### config.mk
export PLATFORM = sky130hd
export DESIGN_NAME = usb_rx_bit_decoder
export DESIGN_NICKNAME = d
export VERILOG_FILES = /design/src/rtl/usb_rx_bit_decoder.sv
export SDC_FILE = /design/constraint.sdc
export NUM_CORES = 1
export LEC_CHECK = 0
export BUFFER_PORTS_ARGS = -buffer_cell sky130_fd_sc_hd__buf_2
export CAP_MARGIN = 10
export CORE_ASPECT_RATIO = 1.25
export CORE_MARGIN = 2
export CORE_UTILIZATION = 57
export DETAILED_ROUTE_END_ITERATION = 16
export PLACE_DENSITY = 0.78
export SYNTH_ARGS = -nofsm -noshare
export SYNTH_HDL_FRONTEND = slang
export SYNTH_SLANG_ARGS = --single-unit
### constraint.sdc
create_clock -name clk -period 2.2 [get_ports clk]
set_input_delay 0.11 -clock clk [delete_from_list [all_inputs] [get_ports clk]]
set_output_delay 0.11 -clock clk [all_outputs]
set_load 0.01 [all_outputs]
### src/rtl/usb_rx_bit_decoder.sv
// usb_rx_bit_decoder: full-speed USB receive path recovering bit timing from D+/D-,
// with NRZI decode, SYNC detection, bit unstuffing, LSB-first byte assembly and EOP detection.
module usb_rx_bit_decoder #(
  parameter int CLKS_PER_BIT = 8,
  parameter int SAMPLE_POINT = 3,
  parameter int STUFF_LIMIT  = 6
) (
  input  logic       clk,
  input  logic       rst,
  input  logic       d_plus_in,
  input  logic       d_minus_in,
  input  logic       rcv_enable,
  output logic [7:0] rcv_data,
  output logic       byte_valid,
  output logic       packet_active,
  output logic       eop_detected,
  output logic       stuff_error
);
  localparam int TW = $clog2(CLKS_PER_BIT);
  localparam int SW = $clog2(STUFF_LIMIT + 1);
  typedef enum logic [1:0] {IDLE, SYNC, DATA, EOP} state_t;
  state_t state, state_n;
  logic dp_meta, dp_sync, dp_prev, dm_meta, dm_sync;
  logic [TW-1:0] timer;
  logic prev_level, prev_level_n;
  logic [7:0] shreg, shreg_n, shifted;
  logic [2:0] bit_cnt, bit_cnt_n;
  logic [SW-1:0] stuff_cnt, stuff_cnt_n;
  logic line_edge, sample, se0, bit_val, byte_n, eop_n, serr_n;
  assign line_edge = dp_sync ^ dp_prev;
  assign sample = timer == TW'(SAMPLE_POINT) && !line_edge;
  assign se0 = !dp_sync && !dm_sync;
  // SE1 reads as J because only D+ carries the level
  assign bit_val = dp_sync == prev_level;
  assign shifted = {bit_val, shreg[7:1]};
  assign packet_active = state != IDLE;
  always_comb begin
    state_n = state;
    prev_level_n = (sample && !se0) ? dp_sync : prev_level;
    shreg_n = shreg;
    bit_cnt_n = bit_cnt;
    stuff_cnt_n = stuff_cnt;
    byte_n = 1'b0;
    eop_n = 1'b0;
    serr_n = 1'b0;
    case (state)
      IDLE: if (line_edge && !dp_sync) begin
        state_n = SYNC;
        prev_level_n = 1'b1;
        bit_cnt_n = '0;
        stuff_cnt_n = '0;
      end
      SYNC: if (sample) begin
        if (se0) state_n = IDLE;
        else begin
          shreg_n = shifted;
          bit_cnt_n = bit_cnt + 3'd1;
          if (bit_cnt == 3'd7) begin
            state_n = shifted == 8'h80 ? DATA : IDLE;
            stuff_cnt_n = SW'(1);
          end
        end
      end
      DATA: if (sample) begin
        if (se0) state_n = EOP;
        else if (stuff_cnt == SW'(STUFF_LIMIT)) begin
          serr_n = bit_val;
          state_n = bit_val ? IDLE : DATA;
          stuff_cnt_n = '0;
        end else begin
          shreg_n = shifted;
          bit_cnt_n = bit_cnt + 3'd1;
          stuff_cnt_n = bit_val ? stuff_cnt + SW'(1) : '0;
          byte_n = bit_cnt == 3'd7;
        end
      end
      EOP: if (sample && !se0) begin
        eop_n = dp_sync;
        state_n = IDLE;
      end
      default: state_n = IDLE;
    endcase
    if (!rcv_enable) begin
      state_n = IDLE;
      byte_n = 1'b0;
      eop_n = 1'b0;
      serr_n = 1'b0;
    end
  end
  always_ff @(posedge clk) begin
    if (rst) begin
      {dp_meta, dp_sync, dp_prev} <= 3'b111;
      {dm_meta, dm_sync} <= 2'b00;
      timer <= '0;
      state <= IDLE;
      prev_level <= 1'b1;
      shreg <= '0;
      bit_cnt <= '0;
      stuff_cnt <= '0;
      rcv_data <= '0;
      byte_valid <= 1'b0;
      eop_detected <= 1'b0;
      stuff_error <= 1'b0;
    end else begin
      {dp_meta, dp_sync, dp_prev} <= {d_plus_in, dp_meta, dp_sync};
      {dm_meta, dm_sync} <= {d_minus_in, dm_meta};
      timer <= (line_edge || timer == TW'(CLKS_PER_BIT - 1)) ? '0 : timer + TW'(1);
      state <= state_n;
      prev_level <= prev_level_n;
      shreg <= shreg_n;
      bit_cnt <= bit_cnt_n;
      stuff_cnt <= stuff_cnt_n;
      if (byte_n) rcv_data <= shifted;
      byte_valid <= byte_n;
      eop_detected <= eop_n;
      stuff_error <= serr_n;
    end
  end
endmodule

==> run metrics, run 1 <==
worst stage delay on the critical path=roughly 0.4 ns; die height=63.43 microns; Final Routed Wirelength=3.238 mm; dominant cell type by area after synthesis=dfxtp_1; pin count of the biggest net entering global routing=33; Top FF cell, synth=dfxtp_1; crit path cell chain=inv_1 -> ha_1 -> or2_2 -> a221o_1 -> a2111oi_1 -> nor3b_1; Finished Cell Area=1839 sq um; DR iter-0 viols=31; achievable frequency=approximately 0.46 GHz; register area share after synthesis=43.51%; maxcap violations=0; core region area=2680 sq um; RSZ-0062 raised after global routing=yes; gr ovfl total=0; P_int=862.6 uW; multi-input logic area=roughly 850 sq um; Placer Congestion=0.8072; CTS tree=done; commonest non-fill, non-tap cells in the layout=dfxtp_1, nor2_1, buf_2; deepest clock path buffer count=2; Tmin final=around 2.2 ns; Relative slew margins=between 60 and 70%; initial core utilization=between 60 and 70%; num rows=21; crit path launch type=flip-flop; Synth top area share=43.51%; combinational share of power=6.9%; clk root buf=clkbuf_4; Final Power=~1.1 mW; cell area after placement=approximately 1700 sq um; die width=just over 50 microns; Detail Placement HPWL=approximately 2.4 mm; DR vias/cell=approximately 5.6; GRT Total Usage=about 22%; critical path class=flip-flop to flip-flop; initial antenna violation count=0; Fin Clk Skew=0.01073 ns; DIE AREA=3269 sq um; # clock sinks=35; Detailed Routing Iterations Pass 1=5; FILL cells=between 200 and 250; VDD IR max=411.0 uV; Post-CTS Setup Inserts=0; Final WS setup=0.03101 ns; post-layout util=68.63%; Cell variety after synth=37; global-route wire length before repair=~5.3 mm; switching power=between 200 and 300 uW; syn_area_per_cell=9.585 sq um; drc violations=0; slowest CP cell=dfxtp_1; commonest non-fill, non-tap cell in the layout=dfxtp_1; Antenna Violating Nets Remaining=0; diode count=0; Synth async-reset ratio=0%; Avg WL per Cell=14.26 microns; syn nets=187; IO Port Bufs=16; synth top area cells=dfxtp_1, ha_1, mux2i_1; sequential share of power=57.3%; H-tree depth=2; Ports=17; # nets final=211; FF/Latch Area=roughly 700 sq um; Fin Hold WS=0.03831 ns; # setup viols final=0; Leak Pwr=0.8426 nW; final hold violation count=0; DP Worst Slack=-0.001125 ns; EDFF count, synth=0; number of global-route vias before repair=1226; CP arrival=2.40 ns; PD cells=616.2 nW/um^2; Num CTS Buffers=5; Post-Syn Area=1610 sq um; Tcrit/Tclk final=98.59%; Synth Register Bits=35; count of warnings emitted by yosys=0; share of layout cells above drive strength 1=19.17%; status=finished clean; Net Sw Frac=23.89%; part of the power in the clock network=a little over a third; clk_lat worst skew=0.35 ns; worst min path class=input port to flip-flop; Mapped Cells=168; CTS clk-pin slew, worst paths=approximately 0.11 ns; Max FO, Critical Path=8; Vias=1280; Area growth syn-to-layout=14.22%; Worst-Margin Slew=0.5274 ns; Final Max Slew Viols=0; Critical Path End Type=flip-flop; Worst EP required=2.43 ns
-- cells by family after synthesis --
group                    after synthesis  synth area share [%]
AO/OA/AOI/OAI                         26                 11.73
XOR/XNOR                               1                0.5440
adder cells (fa/ha/maj)               14                 10.88
buffers and inverters                 15                 3.885
flip-flops                            35                 43.51
multiplexers                          15                 9.324
AND/OR/NAND/NOR                       62                 20.12
-- repair_timing --
item / CTS / global route
endpoints found under the setup margin: 3 / 10
hold endpoints to repair: 2 / 0
resized for setup: 1 / 2
hold buffers: 2 / 0
-- power groups by stage --
stage / registers [mW] / clock network (mW) / logic [mW]
after floorplan: 0.662 / 0 / 0.0525
after global placement: 0.663 / 0 / 0.0697
after detailed placement: 0.664 / 0 / 0.0742
after CTS: 0.649 / 0.414 / 0.0771
after global routing: 0.651 / 0.445 / 0.0858
final: 0.649 / 0.406 / 0.0779
-- area by class of cell --
cell class	count	area share, %
Clock inverter	1	0.4082
Multi-Input combinational cell	118	46.33
Timing Repair Buffer	23	7.483
Tap cell	34	2.313
Inverter	9	1.837
Sequential cell	35	38.10
Clock buffer	7	3.537
-- synthesized netlist by cell type, drive strengths merged (2+ instances only) --
cell and count:
clkbuf 3, a2111oi 2, nor3b 2, buf 3, nand3 6, and3 3, nor2 24, or4b 2
or2 4, ha 14, inv 9, a211o 2, mux2i 15, a21oi 7, nand2b 5, dfxtp 35
o21ai 5, nor2b 4, a211oi 2, nand4 2, nand2 5
-- worst paths after layout --
check                  start  endpoint  slack (ns)  depth (start not counted)
setup / recovery    state[0]  state[0]        0.03                          6
hold reg to reg      dp_meta   dp_sync        0.42                          1
setup reg to reg    state[0]  state[0]        0.03                          6
hold / removal    rcv_enable  state[1]        0.04                          3
-- stage by stage --
step | instances | TNS (ns)
2_1_floorplan | 168 | 0
3_3_place_gp | 217 | 0
3_5_place_dp | 217 | -0.001125
4_1_cts | 227 | 0
5_1_grt | 227 | -0.08736
6_report | 227 | 0
-- registers in the layout, indices dropped and copies added, names as in the netlist --
name,flops
rcv_data,8
shreg,7
bit_cnt,3
stuff_cnt,3
timer,3
state,2
byte_valid,1
dm_meta,1
dm_sync,1
dp_meta,1
dp_prev,1
dp_sync,1
eop_detected,1
prev_level,1
stuff_error,1
-- layer usage --
metal  vias to the layer above  part of all wire, %  global-route usage, %
met4                         0                  3.2                  11.18
met5                         -                    0                      0
li1                        638                    -                      -
met1                       597                   40                  21.84
met3                        10                  4.3                  7.346
met2                        35                   53                  39.90
-- worst max-delay path, delay by kind of cell (launching register included) --
kind	cells	cell delay, ns
and+or+nand+nor	2	0.46
DFF	1	0.41
buffers and inverters	1	0.12
AOI/OAI and AO/OA	2	0.76
adders and majority gates	1	0.30
Power figures use the tool's default switching activity.
==> run 2: changes to the inputs <==
- SETUP_SLACK_MARGIN: not set -> 0.1
==> run 2 against run 1 <==
  * Critical path depth unchanged
  * Routed wire length up 3.5%
  * Final cell count stayed put
  * Global-route usage is 0.097 points higher
  * Clock power about the same
  * Cell area rose by 3.3%
  * Sequential power is essentially flat
  * Via count grew 0.63%
  * Fmax up 4.2%
  * Critical path type unchanged
  * Largest cell class unchanged
==> run metrics, run 2 (synthesis results as in run 1) <==
status=finished clean; core region area=between 2000 and 3000 sq um; DIE AREA=3269 sq um; biggest regs=rcv_data x8, shreg x7; Largest register FFs=8; Worst-Margin Slew=0.5251 ns; CTS clk-pin slew, worst paths=0.10 ns; global-route wire length before repair=5.361 mm; # clock sinks=35; Worst EP required=around 2.4 ns; crit path cell chain=inv_1 -> ha_4 -> or2_2 -> a221o_1 -> a2111oi_2 -> nor3b_1; die height=63.43 microns; CTS tree=done; Area growth syn-to-layout=17.95%; clk_lat worst skew=roughly 0.35 ns; Tmin final=2.081 ns; Fin Hold WS=0.03224 ns; Num CTS Buffers=5; # nets final=211; commonest non-fill, non-tap cells in the layout=dfxtp_1, nor2_1, buf_2; Antenna Violating Nets Remaining=0; Placer Congestion=0.8072; VDD IR max=just over 400 uV; RSZ-0062 raised after global routing=no; Ports=17; IO Port Bufs=16; Max FO, Critical Path=8; num rows=21; Tcrit/Tclk final=94.58%; initial antenna violation count=0; critical path class=flip-flop to flip-flop; Detailed Routing Iterations Pass 1=5; achievable frequency=just under 0.5 GHz; Critical Path End Type=flip-flop; diode count=0; clk root buf=clkbuf_4; drc violations=0; met3 wire len=163 microns; slowest CP cell=a2111oi_2; number of global-route vias before repair=roughly 1200; Post-CTS Setup Inserts=0; highest metal used=met4; Final Routed Wirelength=3.350 mm; PD cells=599.6 nW/um^2; CP arrival=2.31 ns; Leak Pwr=0.8477 nW; Vias=1288; worst stage delay on the critical path=0.41 ns; Biggest register=rcv_data; M1 wire length=1.289 mm; Avg WL per Cell=14.76 microns; Finished Cell Area=about 1900 sq um; Relative slew margins=64.99%; H-tree depth=2; maxcap violations=0; Final Max Slew Viols=0; # setup viols final=0; crit path launch type=flip-flop; pin count of the biggest net entering global routing=33; DR iter-0 viols=25; final hold violation count=0; DR vias/cell=5.674; post-layout util=between 70% and 80%; FILL cells=roughly 220; initial core utilization=between 60% and 70%; met2 WL post-DR=1.805 mm; deepest clock path buffer count=2; GRT Total Usage=22.29%; commonest non-fill, non-tap cell in the layout=dfxtp_1; die width=51.54 microns; Fin Clk Skew=0.01020 ns; share of layout cells above drive strength 1=22.80%; worst min path class=input port to flip-flop; cell area after placement=1742 sq um; Detail Placement HPWL=2.380 mm; gr ovfl total=0
run 2: cell counts in the layout (fill, tap and decap cells not counted):
No cell type changed its count.
run 2: per-stage QoR:
stage,std cells,setup slack [ns],power (mW),TNS [ns]
after floorplan,168,0.2068,0.7141,0
after global placement,217,0.1559,0.7325,0
after detailed placement,217,-0.001125,0.7378,-0.001125
after CTS,227,0.1300,1.141,0
after global routing,227,0.04726,1.188,0
final,227,0.1193,1.139,0
run 2: path summary, 6_finish.rpt:
kind | from | end | slack (ns) | cells past startpoint
worst min-delay path | rcv_enable | state[1] | 0.03 | 3
worst min register to register | dp_meta | dp_sync | 0.42 | 1
worst max-delay path | state[0] | state[0] | 0.12 | 6
worst max register to register | state[0] | state[0] | 0.12 | 6
run 2: worst max-delay path: cells and delay by family, from the launching register on:
family,cells,cell delay (ns)
AOI/OAI and AO/OA,2,0.78
adders and majority gates,1,0.22
buffers and inverters,1,0.13
DFF,1,0.40
and+or+nand+nor,2,0.45
run 2: timing repair:
item | CTS | global route
hold buffers | 2 | 0
endpoints found under the hold margin | 2 | 0
cloned | 0 | 0
setup endpoints to repair | 10 | 13
gates resized for setup | 5 | 9
run 2: layer usage:
layer,vias up,global-route usage (%)
met5,-,0
met4,0,12.17
met3,11,7.583
met2,39,39.42
met1,605,21.99
li1,633,-
run 2: where the power goes:
group | leakage, nW | total, mW | switching, mW | internal, mW
clock | 0.0375 | 0.405 | 0.219 | 0.187
combinational | 0.526 | 0.0840 | 0.0485 | 0.0355
sequential | 0.285 | 0.650 | 0.00635 | 0.643
total | 0.848 | 1.14 | 0.273 | 0.865
run 2: final cells by class:
type / instances / area (sq um) / share of cell area, %
clock buffer: 7 / 65.06 / 3.426
timing repair buffer: 23 / 137.6 / 7.246
tap: 34 / 42.54 / 2.240
inverter: 9 / 33.78 / 1.779
sequential: 35 / 703.2 / 37.02
clock inverter: 1 / 7.507 / 0.3953
multi-input combinational: 118 / 909.6 / 47.89
